===== src/rtl/alu_frame_sequencer_if.sv =====
// Byte-stream command/result bus between a host and alu_frame_sequencer.
// The master modport is the host side; the slave modport is the sequencer.
interface alu_frame_sequencer_if #(
    parameter int WIDTH = 8
);
    logic [WIDTH-1:0] in_data;
    logic             in_valid;
    logic             in_ready;
    logic [WIDTH-1:0] res_data;
    logic             res_valid;
    logic             res_ready;

    modport master (
        output in_data,
        output in_valid,
        input  in_ready,
        input  res_data,
        input  res_valid,
        output res_ready
    );

    modport slave (
        input  in_data,
        input  in_valid,
        output in_ready,
        output res_data,
        output res_valid,
        input  res_ready
    );
endinterface


===== src/rtl/alu_frame_sequencer.sv =====
// Byte-serial front end for an external combinational ALU: loads header/A/B,
// holds operands for one execute cycle, then returns the captured result.
module alu_frame_sequencer #(
    parameter int WIDTH = 8
) (
    input  logic                  clk,
    input  logic                  rst_n,
    alu_frame_sequencer_if.slave  bus,
    output logic [WIDTH-1:0]      alu_a,
    output logic [WIDTH-1:0]      alu_b,
    output logic [1:0]            alu_sel,
    input  logic [WIDTH-1:0]      alu_out,
    output logic [7:0]            op_count
);

    typedef enum logic [2:0] {
        HDR,
        LD_A,
        LD_B,
        EXEC,
        RESP
    } state_t;

    state_t           state;
    logic [WIDTH-1:0] last_result;
    logic [WIDTH-1:0] res_data_q;
    logic             res_valid_q;
    logic             beat;

    assign bus.in_ready  = (state == HDR) || (state == LD_A) || (state == LD_B);
    assign bus.res_data  = res_data_q;
    assign bus.res_valid = res_valid_q;
    assign beat          = bus.in_valid && bus.in_ready;

    // A chained header skips LD_A by substituting the previous result as A.
    always_ff @(posedge clk or negedge rst_n) begin
        if (!rst_n) begin
            state       <= HDR;
            alu_a       <= '0;
            alu_b       <= '0;
            alu_sel     <= 2'd0;
            res_data_q  <= '0;
            res_valid_q <= 1'b0;
            last_result <= '0;
            op_count    <= 8'd0;
        end else begin
            case (state)
                HDR: begin
                    if (beat) begin
                        alu_sel <= bus.in_data[1:0];
                        if (bus.in_data[2]) begin
                            alu_a <= last_result;
                            state <= LD_B;
                        end else begin
                            state <= LD_A;
                        end
                    end
                end
                LD_A: begin
                    if (beat) begin
                        alu_a <= bus.in_data;
                        state <= LD_B;
                    end
                end
                LD_B: begin
                    if (beat) begin
                        alu_b <= bus.in_data;
                        state <= EXEC;
                    end
                end
                EXEC: begin
                    res_data_q  <= alu_out;
                    last_result <= alu_out;
                    res_valid_q <= 1'b1;
                    state       <= RESP;
                end
                RESP: begin
                    if (bus.res_ready) begin
                        res_valid_q <= 1'b0;
                        op_count    <= op_count + 8'd1;
                        state       <= HDR;
                    end
                end
                default: begin
                    state <= HDR;
                end
            endcase
        end
    end

endmodule


===== src/flat_wrapper.sv =====
// flat-port wrapper written by rule: the top's interface ports become plain ports
module alu_frame_sequencer_flat 
#(
    parameter int WIDTH = 8
)
  (clk, rst_n, alu_a, alu_b, alu_sel, alu_out, op_count, bus_in_data, bus_in_valid, bus_in_ready, bus_res_data, bus_res_valid, bus_res_ready);
  alu_frame_sequencer_if #(.WIDTH(WIDTH)) bus_i ();
  input  logic clk;
  input  logic rst_n;
  output logic [WIDTH-1:0] alu_a;
  output logic [WIDTH-1:0] alu_b;
  output logic [1:0] alu_sel;
  input  logic [WIDTH-1:0] alu_out;
  output logic [7:0] op_count;
  input wire logic [$bits(bus_i.in_data)-1:0] bus_in_data;
  input wire logic [$bits(bus_i.in_valid)-1:0] bus_in_valid;
  output wire logic [$bits(bus_i.in_ready)-1:0] bus_in_ready;
  output wire logic [$bits(bus_i.res_data)-1:0] bus_res_data;
  output wire logic [$bits(bus_i.res_valid)-1:0] bus_res_valid;
  input wire logic [$bits(bus_i.res_ready)-1:0] bus_res_ready;
  assign bus_i.in_data = bus_in_data;
  assign bus_i.in_valid = bus_in_valid;
  assign bus_in_ready = bus_i.in_ready;
  assign bus_res_data = bus_i.res_data;
  assign bus_res_valid = bus_i.res_valid;
  assign bus_i.res_ready = bus_res_ready;
  alu_frame_sequencer #(.WIDTH(WIDTH)) u_core (.clk(clk), .rst_n(rst_n), .bus(bus_i), .alu_a(alu_a), .alu_b(alu_b), .alu_sel(alu_sel), .alu_out(alu_out), .op_count(op_count));
endmodule

===== config.mk =====
export PLATFORM = sky130hd
export DESIGN_NAME = alu_frame_sequencer_flat
export DESIGN_NICKNAME = d
export VERILOG_FILES = /design/src/rtl/alu_frame_sequencer_if.sv /design/src/rtl/alu_frame_sequencer.sv /design/src/flat_wrapper.sv
export SDC_FILE = /design/constraint.sdc
export NUM_CORES = 1
export LEC_CHECK = 0
export ABC_AREA = 1
export CORE_MARGIN = 2
export CORE_UTILIZATION = 31
export CTS_BUF_LIST = sky130_fd_sc_hd__clkbuf_8
export CTS_CLUSTER_SIZE = 8
export DETAILED_ROUTE_END_ITERATION = 8
export REMOVE_ABC_BUFFERS = 1
export SYNTH_ARGS = -nofsm -noshare
export SYNTH_HDL_FRONTEND = slang
export SYNTH_SLANG_ARGS = --single-unit

===== constraint.sdc =====
create_clock -name clk -period 1.8 [get_ports clk]
set_input_delay 0.27 -clock clk [delete_from_list [all_inputs] [get_ports clk]]
set_output_delay 0.27 -clock clk [all_outputs]
set_load 0.03 [all_outputs]

==> results of run 1 <==
[synthesized netlist by cell type]
library cell,number
sky130_fd_sc_hd__nand2_1,82
sky130_fd_sc_hd__dfrtp_1,38
sky130_fd_sc_hd__inv_1,25
sky130_fd_sc_hd__o21ai_0,21
sky130_fd_sc_hd__o21ai_2,8
sky130_fd_sc_hd__nor2_1,7
sky130_fd_sc_hd__nand3_1,5
sky130_fd_sc_hd__xor2_1,4
sky130_fd_sc_hd__buf_2,3
sky130_fd_sc_hd__inv_2,3
sky130_fd_sc_hd__buf_6,2
sky130_fd_sc_hd__nand3_2,2
sky130_fd_sc_hd__nand3_4,2
sky130_fd_sc_hd__a21oi_1,1
sky130_fd_sc_hd__ha_1,1
sky130_fd_sc_hd__nand2_2,1
sky130_fd_sc_hd__nand3b_1,1
sky130_fd_sc_hd__nor2_2,1
sky130_fd_sc_hd__nor2_4,1
sky130_fd_sc_hd__nor3_4,1
[layout by cell type, fill, tap and decap left out]
cell	count
sky130_fd_sc_hd__dfrtp_1	38
sky130_fd_sc_hd__nor2_2	1
sky130_fd_sc_hd__inv_2	3
sky130_fd_sc_hd__o21ai_2	8
sky130_fd_sc_hd__dlygate4sd3_1	1
sky130_fd_sc_hd__clkbuf_8	6
sky130_fd_sc_hd__clkdlybuf4s50_1	53
sky130_fd_sc_hd__nand3b_1	1
sky130_fd_sc_hd__nand3_1	5
sky130_fd_sc_hd__inv_1	25
sky130_fd_sc_hd__nand2_2	1
sky130_fd_sc_hd__nor3_4	1
sky130_fd_sc_hd__buf_4	4
sky130_fd_sc_hd__buf_12	1
sky130_fd_sc_hd__xor2_1	4
sky130_fd_sc_hd__dlygate4sd2_1	1
sky130_fd_sc_hd__a21oi_1	1
sky130_fd_sc_hd__nor2_4	1
sky130_fd_sc_hd__bufinv_16	2
sky130_fd_sc_hd__ha_1	1
sky130_fd_sc_hd__nand3_4	2
sky130_fd_sc_hd__nand3_2	2
sky130_fd_sc_hd__nor2_1	7
sky130_fd_sc_hd__nand2_1	82
sky130_fd_sc_hd__o21ai_0	21
sky130_fd_sc_hd__buf_2	1
[per-layer routing]
layer  GRT usage  wire [um]
met2      0.2235       1826
met5           0          0
met1      0.1707       1936
met3     0.04977        264
met4     0.04068         38
[what timing repair did]
item | 4_1_cts | 5_1_grt
hold buffers | 1 | 0
resized for setup | 1 | 0
endpoints found under the setup margin | 1 | 0
endpoints found under the hold margin | 19 | 0
[kinds of logic (layout without fill, tap and decap cells)]
group / count (synthesis) / after routing / synth area share
XOR/XNOR: 4 / 4 / 0.01965
flip-flops: 38 / 38 / 0.5333
AO/OA/AOI/OAI: 30 / 30 / 0.1011
buffers and inverters: 33 / 97 / 0.08000
adder cells (fa/ha/maj): 1 / 1 / 0.007016
AND/OR/NAND/NOR: 103 / 103 / 0.2590
[power groups by stage]
stage	Clock [uW]	Sequential, uW	Combinational (uW)
floorplan	0	2130	831
global placement	0	1480	2530
detailed placement	0	1480	2560
CTS	926	1470	2550
global route	965	1520	2740
finish	900	1460	2520
[path summary, 6_finish.rpt]
check	from	endpoint	slack (ns)	cells after the start
worst max register to register	u_core.state[0]	u_core.alu_a[3]	0.34	7
worst min register to register	u_core.alu_b[3]	u_core.alu_b[3]	0.49	2
worst max-delay path	u_core.op_count[3]	op_count[3]	0.11	1
min in group clk	u_core.alu_b[3]	u_core.alu_b[3]	0.49	2
worst min-delay path	rst_n	u_core.state[0]	0.47	2
max in group asynchronous	rst_n	u_core.op_count[4]	0.86	3
[final cells by class]
type / instances / area (um^2)
fill: 564 / 2958
multi-input combinational: 138 / 689.4
timing repair buffer: 61 / 604.3
sequential: 38 / 950.9
inverter: 28 / 105.1
tap: 72 / 90.09
clock buffer: 6 / 82.58
clock inverter: 2 / 60.06
[metrics by stage]
step	util	total power (uW)
finish	0.4661	4879
global route	0.4661	5219
CTS	0.4661	4948
detailed placement	0.4388	4035
global placement	0.4388	4009
floorplan	-	2964
[sequential cells by signal, summed over array words and instances, names as in the netlist]
name / flops
u_core.alu_a: 8
u_core.alu_b: 8
u_core.op_count: 8
u_core.last_result: 8
u_core.bus.res_valid: 1
u_core.alu_sel: 2
u_core.state: 3
==> results.ini, run 1 <==
[global_route]
grt.total_usage=0.1373
grt_overflow_total=0
grt_start_max_net_pins=21
wire_length_of_the_first_global_routing_pass_mm=6.665
grt_antenna_before_repair=0
grt_pass1_vias=1439

[sta]
skew_ns=0.004478
timing.setup.tns_ns=0
fin_ws_ns=0.1150
tightestPinTransition_ns=0.4886
min_period_over_period=0.9361
rsz0062_at_grt=false
finalHoldViolations=0
holdWs_ns=0.4721
relSlewSlack=0.6743
fmaxAchievable_ghz=0.5935
timing.final.crit_period_ns=1.685
final-setup-viol-count=0
slew_viol_final=0

[cts]
clock_path_buffers=2
cts.root.buffer_cell=sky130_fd_sc_hd__clkbuf_8
clk_pin_slew_ns=0.08
cts-htree-levels=2
cts_setup_buffers=0
cts_buffers=5
cts_tree=yes
clk_sinks=38
worst_skew_pair.late_latency_ns=0.29

[floorplanning]
floorplan.initialDensity=0.3218
fp.dieArea_um2=6374
floorplan.core_area_um2=5540
io-pin-count=56
die_h_um=79.84
core.rowCount=27
horizontal_die_dimension_um=79.84

[power]
seq_power_share=0.299
combPwrFrac=0.516
power.leakage_uw=0.001263
powerDensity_nw_per_um2=1889
p_int_uw=2793
vdd_ir_drop_max_v=0.0008134
power_switching_share=0.4275
power.net_switching_uw=2086
p_clk_frac=0.184

[setup_path]
critPathMaxStageDelay_ns=0.70
crit_path_start_kind=flop
critPathSlowestCell=sky130_fd_sc_hd__clkdlybuf4s50_1
required_ns=1.53
critical_path_class=reg -> out
cp.arrival_ns=1.42
path_max_fanout=5
cp_num_buf_inv=1
worst_setup_path_end_kind=output port
crit_chain=clkdlybuf4s50_1
critical_path.top_delay_family=buffers and inverters

[synthesis]
sequential_cell_area_fraction_in_the_yosys_report=0.5333
yosys_warnings=0
synth_area_leader_cell=sky130_fd_sc_hd__dfrtp_1
syn-instance-count=209
synthesized_area_per_cell_um2=8.531
netlist-cell-type-count=20
area_share_of_the_largest_cell_type_after_synthesis=0.5333
synth_area_um2=1783
post_synth_main_area_contributors=sky130_fd_sc_hd__dfrtp_1 (53%), sky130_fd_sc_hd__nand2_1 (17%), sky130_fd_sc_hd__o21ai_0 (5.9%)
synth.ff_latch_count=38

[finish]
antennaDiodeCount=0
drive_gt1_frac=0.1209
layout.nets=293
flow.area_growth_from_synthesis_pct=44.84
finish.instance_area_um2=2582
stdcell_count=345

[route]
routed_wirelength_mm=4.066
post-route-drc-count=0
dr.first_iter.drc_count=54
postRouteAntennaNets=0
vias=1491
firstDrtPassIters=4
post_drt_via_cell_ratio=4.322
routed_wire_length_per_instance_um=11.79

[place]
post_dp_cell_area_um2=2431
io_buffers=55
place_hpwl_mm=2.985
pre_cts_ws_ns=0.2632
count_of_placed_standard_cells_including_taps=336
gp_routability_congestion=0.7454

[run]
maxCapViolations=0

[status]
outcome=finished, final reports clean

[worst_hold_path]
hold_path_class=in -> async

Power figures use the tool's default switching activity.
==> run 2: changes to the inputs <==
--- a/config.mk
+++ b/config.mk
@@ -11,6 +11,7 @@
 export CTS_BUF_LIST = sky130_fd_sc_hd__clkbuf_8
 export CTS_CLUSTER_SIZE = 8
 export DETAILED_ROUTE_END_ITERATION = 8
+export PLACE_DENSITY = 0.54
 export REMOVE_ABC_BUFFERS = 1
 export SYNTH_ARGS = -nofsm -noshare
 export SYNTH_HDL_FRONTEND = slang
==> run 2 against run 1 <==
  * Register-to-register slack about the same
  * Highest routed layer unchanged
  * Critical path type unchanged
  * Fmax decreased by 0.12%
  * Combinational power decreased by 2%
  * Power decreased by 6.9%
==> results.ini, run 2 (synthesis results as in run 1) <==
[power]
power.leakage_uw=0.001240
vdd_ir_drop_max_v=0.0007670
powerDensity_nw_per_um2=1800

[finish]
layout.nets=292
core_occupancy_in_the_finished_layout=0.4555
mostFrequentLayoutCells=sky130_fd_sc_hd__nand2_1 (82), sky130_fd_sc_hd__clkdlybuf4s50_1 (53), sky130_fd_sc_hd__dfrtp_1 (38), sky130_fd_sc_hd__inv_1 (26), sky130_fd_sc_hd__o21ai_0 (21)
flow.area_growth_from_synthesis_pct=41.54
stdcell_count=344
mostFrequentLayoutCell=sky130_fd_sc_hd__nand2_1
drive_gt1_frac=0.1140
final.fill_count=578
antennaDiodeCount=0

[route]
dr_wl_met3_um=335
met2_length_mm=1.758
routed_wirelength_mm=3.999
post-route-drc-count=0
firstDrtPassIters=4
dr.first_iter.drc_count=79
post_drt_via_cell_ratio=4.267
route.top_layer_used=met4
postRouteAntennaNets=0
vias=1468
detail_route.wirelength.met1_mm=1.847
routed_wire_length_per_instance_um=11.63

[cts]
clk_sinks=38
clk_pin_slew_ns=0.07
worst_skew_pair.late_latency_ns=0.29
cts-htree-levels=2
clock_path_buffers=2
cts.root.buffer_cell=sky130_fd_sc_hd__clkbuf_8
cts_tree=yes
cts_buffers=5

[worst_hold_path]
hold_path_class=in -> async

[global_route]
wire_length_of_the_first_global_routing_pass_mm=6.789
grt.total_usage=0.1405
grt_pass1_vias=1427
grt_antenna_before_repair=0
grt_overflow_total=0
grt_start_max_net_pins=39

[run]
maxCapViolations=0

[sta]
min_period_over_period=0.9372
slew_viol_final=0
skew_ns=0.006166
timing.setup.tns_ns=0
relSlewSlack=0.7246
timing.final.crit_period_ns=1.687
tightestPinTransition_ns=0.4116
fin_ws_ns=0.1130
fmaxAchievable_ghz=0.5928
final-setup-viol-count=0
finalHoldViolations=0
rsz0062_at_grt=false

[setup_path]
critical_path.top_delay_family=buffers and inverters
critPathSlowestCell=sky130_fd_sc_hd__clkdlybuf4s50_1
cp_num_buf_inv=1
worst_setup_path_end_kind=output port
crit_path_start_kind=flop
required_ns=1.53
crit_chain=clkdlybuf4s50_1
critPathMaxStageDelay_ns=0.70
path_max_fanout=5
cp.arrival_ns=1.42
critical_path_class=reg -> out

[place]
pre_cts_ws_ns=0.1803
gp_routability_congestion=0.7736
place_hpwl_mm=2.782
count_of_placed_standard_cells_including_taps=335
io_buffers=55

[floorplanning]
floorplan.core_area_um2=5540
horizontal_die_dimension_um=79.84
io-pin-count=56
die_h_um=79.84
fp.dieArea_um2=6374
core.rowCount=27
floorplan.initialDensity=0.3218

[status]
outcome=finished, final reports clean

==> run 2: cell types whose count changed in the layout (fill, tap and decap cells not counted), sizes merged <==
cell,previous run,this run
clkinv,0,1
buf,6,5
bufinv,2,0
inv,28,29
==> run 2: worst paths after layout <==
kind / slack [ns] / endpoint / depth (start not counted) / startpoint
worst max-delay path: 0.11 / op_count[3] / 1 / u_core.op_count[3]
worst min register to register: 0.48 / u_core.alu_sel[1] / 2 / u_core.alu_sel[1]
worst max register to register: 0.34 / u_core.alu_a[7] / 7 / u_core.state[1]
worst min-delay path: 0.47 / u_core.alu_b[2] / 3 / rst_n
min in group clk: 0.48 / u_core.alu_sel[1] / 2 / u_core.alu_sel[1]
max in group asynchronous: 1.14 / u_core.alu_a[7] / 3 / rst_n
==> run 2: report_power, final <==
| part | internal [uW] | switching, uW |
|---|---|---|
| sequential | 1210 | 241 |
| combinational | 967 | 1510 |
| clock | 303 | 305 |
==> run 2: what timing repair did <==
| item | CTS | global route |
|---|---|---|
| hold buffers | 1 | 0 |
| setup endpoints to repair | 1 | 0 |
| hold endpoints to repair | 38 | 0 |
| resized for setup | 1 | 0 |
| setup buffers | 0 | 0 |
==> run 2: metrics by stage <==
step | area (um^2) | total power (uW) | hold slack (ns)
2_1_floorplan | 1745 | 2964 | -0.02559
3_3_place_gp | 2424 | 3982 | 0.2556
3_5_place_dp | 2424 | 3995 | 0.2588
4_1_cts | 2524 | 4617 | 0.4817
5_1_grt | 2524 | 4925 | 0.4942
6_report | 2524 | 4544 | 0.4725
==> run 2: area by class of cell <==
cell class                      count  area (um^2)  area share
Sequential cell                    38        950.9      0.3768
Multi-Input combinational cell    138        689.4      0.2732
Clock buffer                        6        82.58     0.03272
Tap cell                           72        90.09     0.03570
Clock inverter                      2        8.758    0.003471
Timing Repair Buffer               60        596.8      0.2365
Inverter                           28        105.1     0.04165
==> run 2: metal layers <==
layer  vias to the layer above  track usage
met5                         -            0
met4                         0      0.04576
met3                         6      0.05995
met2                        54       0.2109
met1                       639       0.1823
li1                        769            -
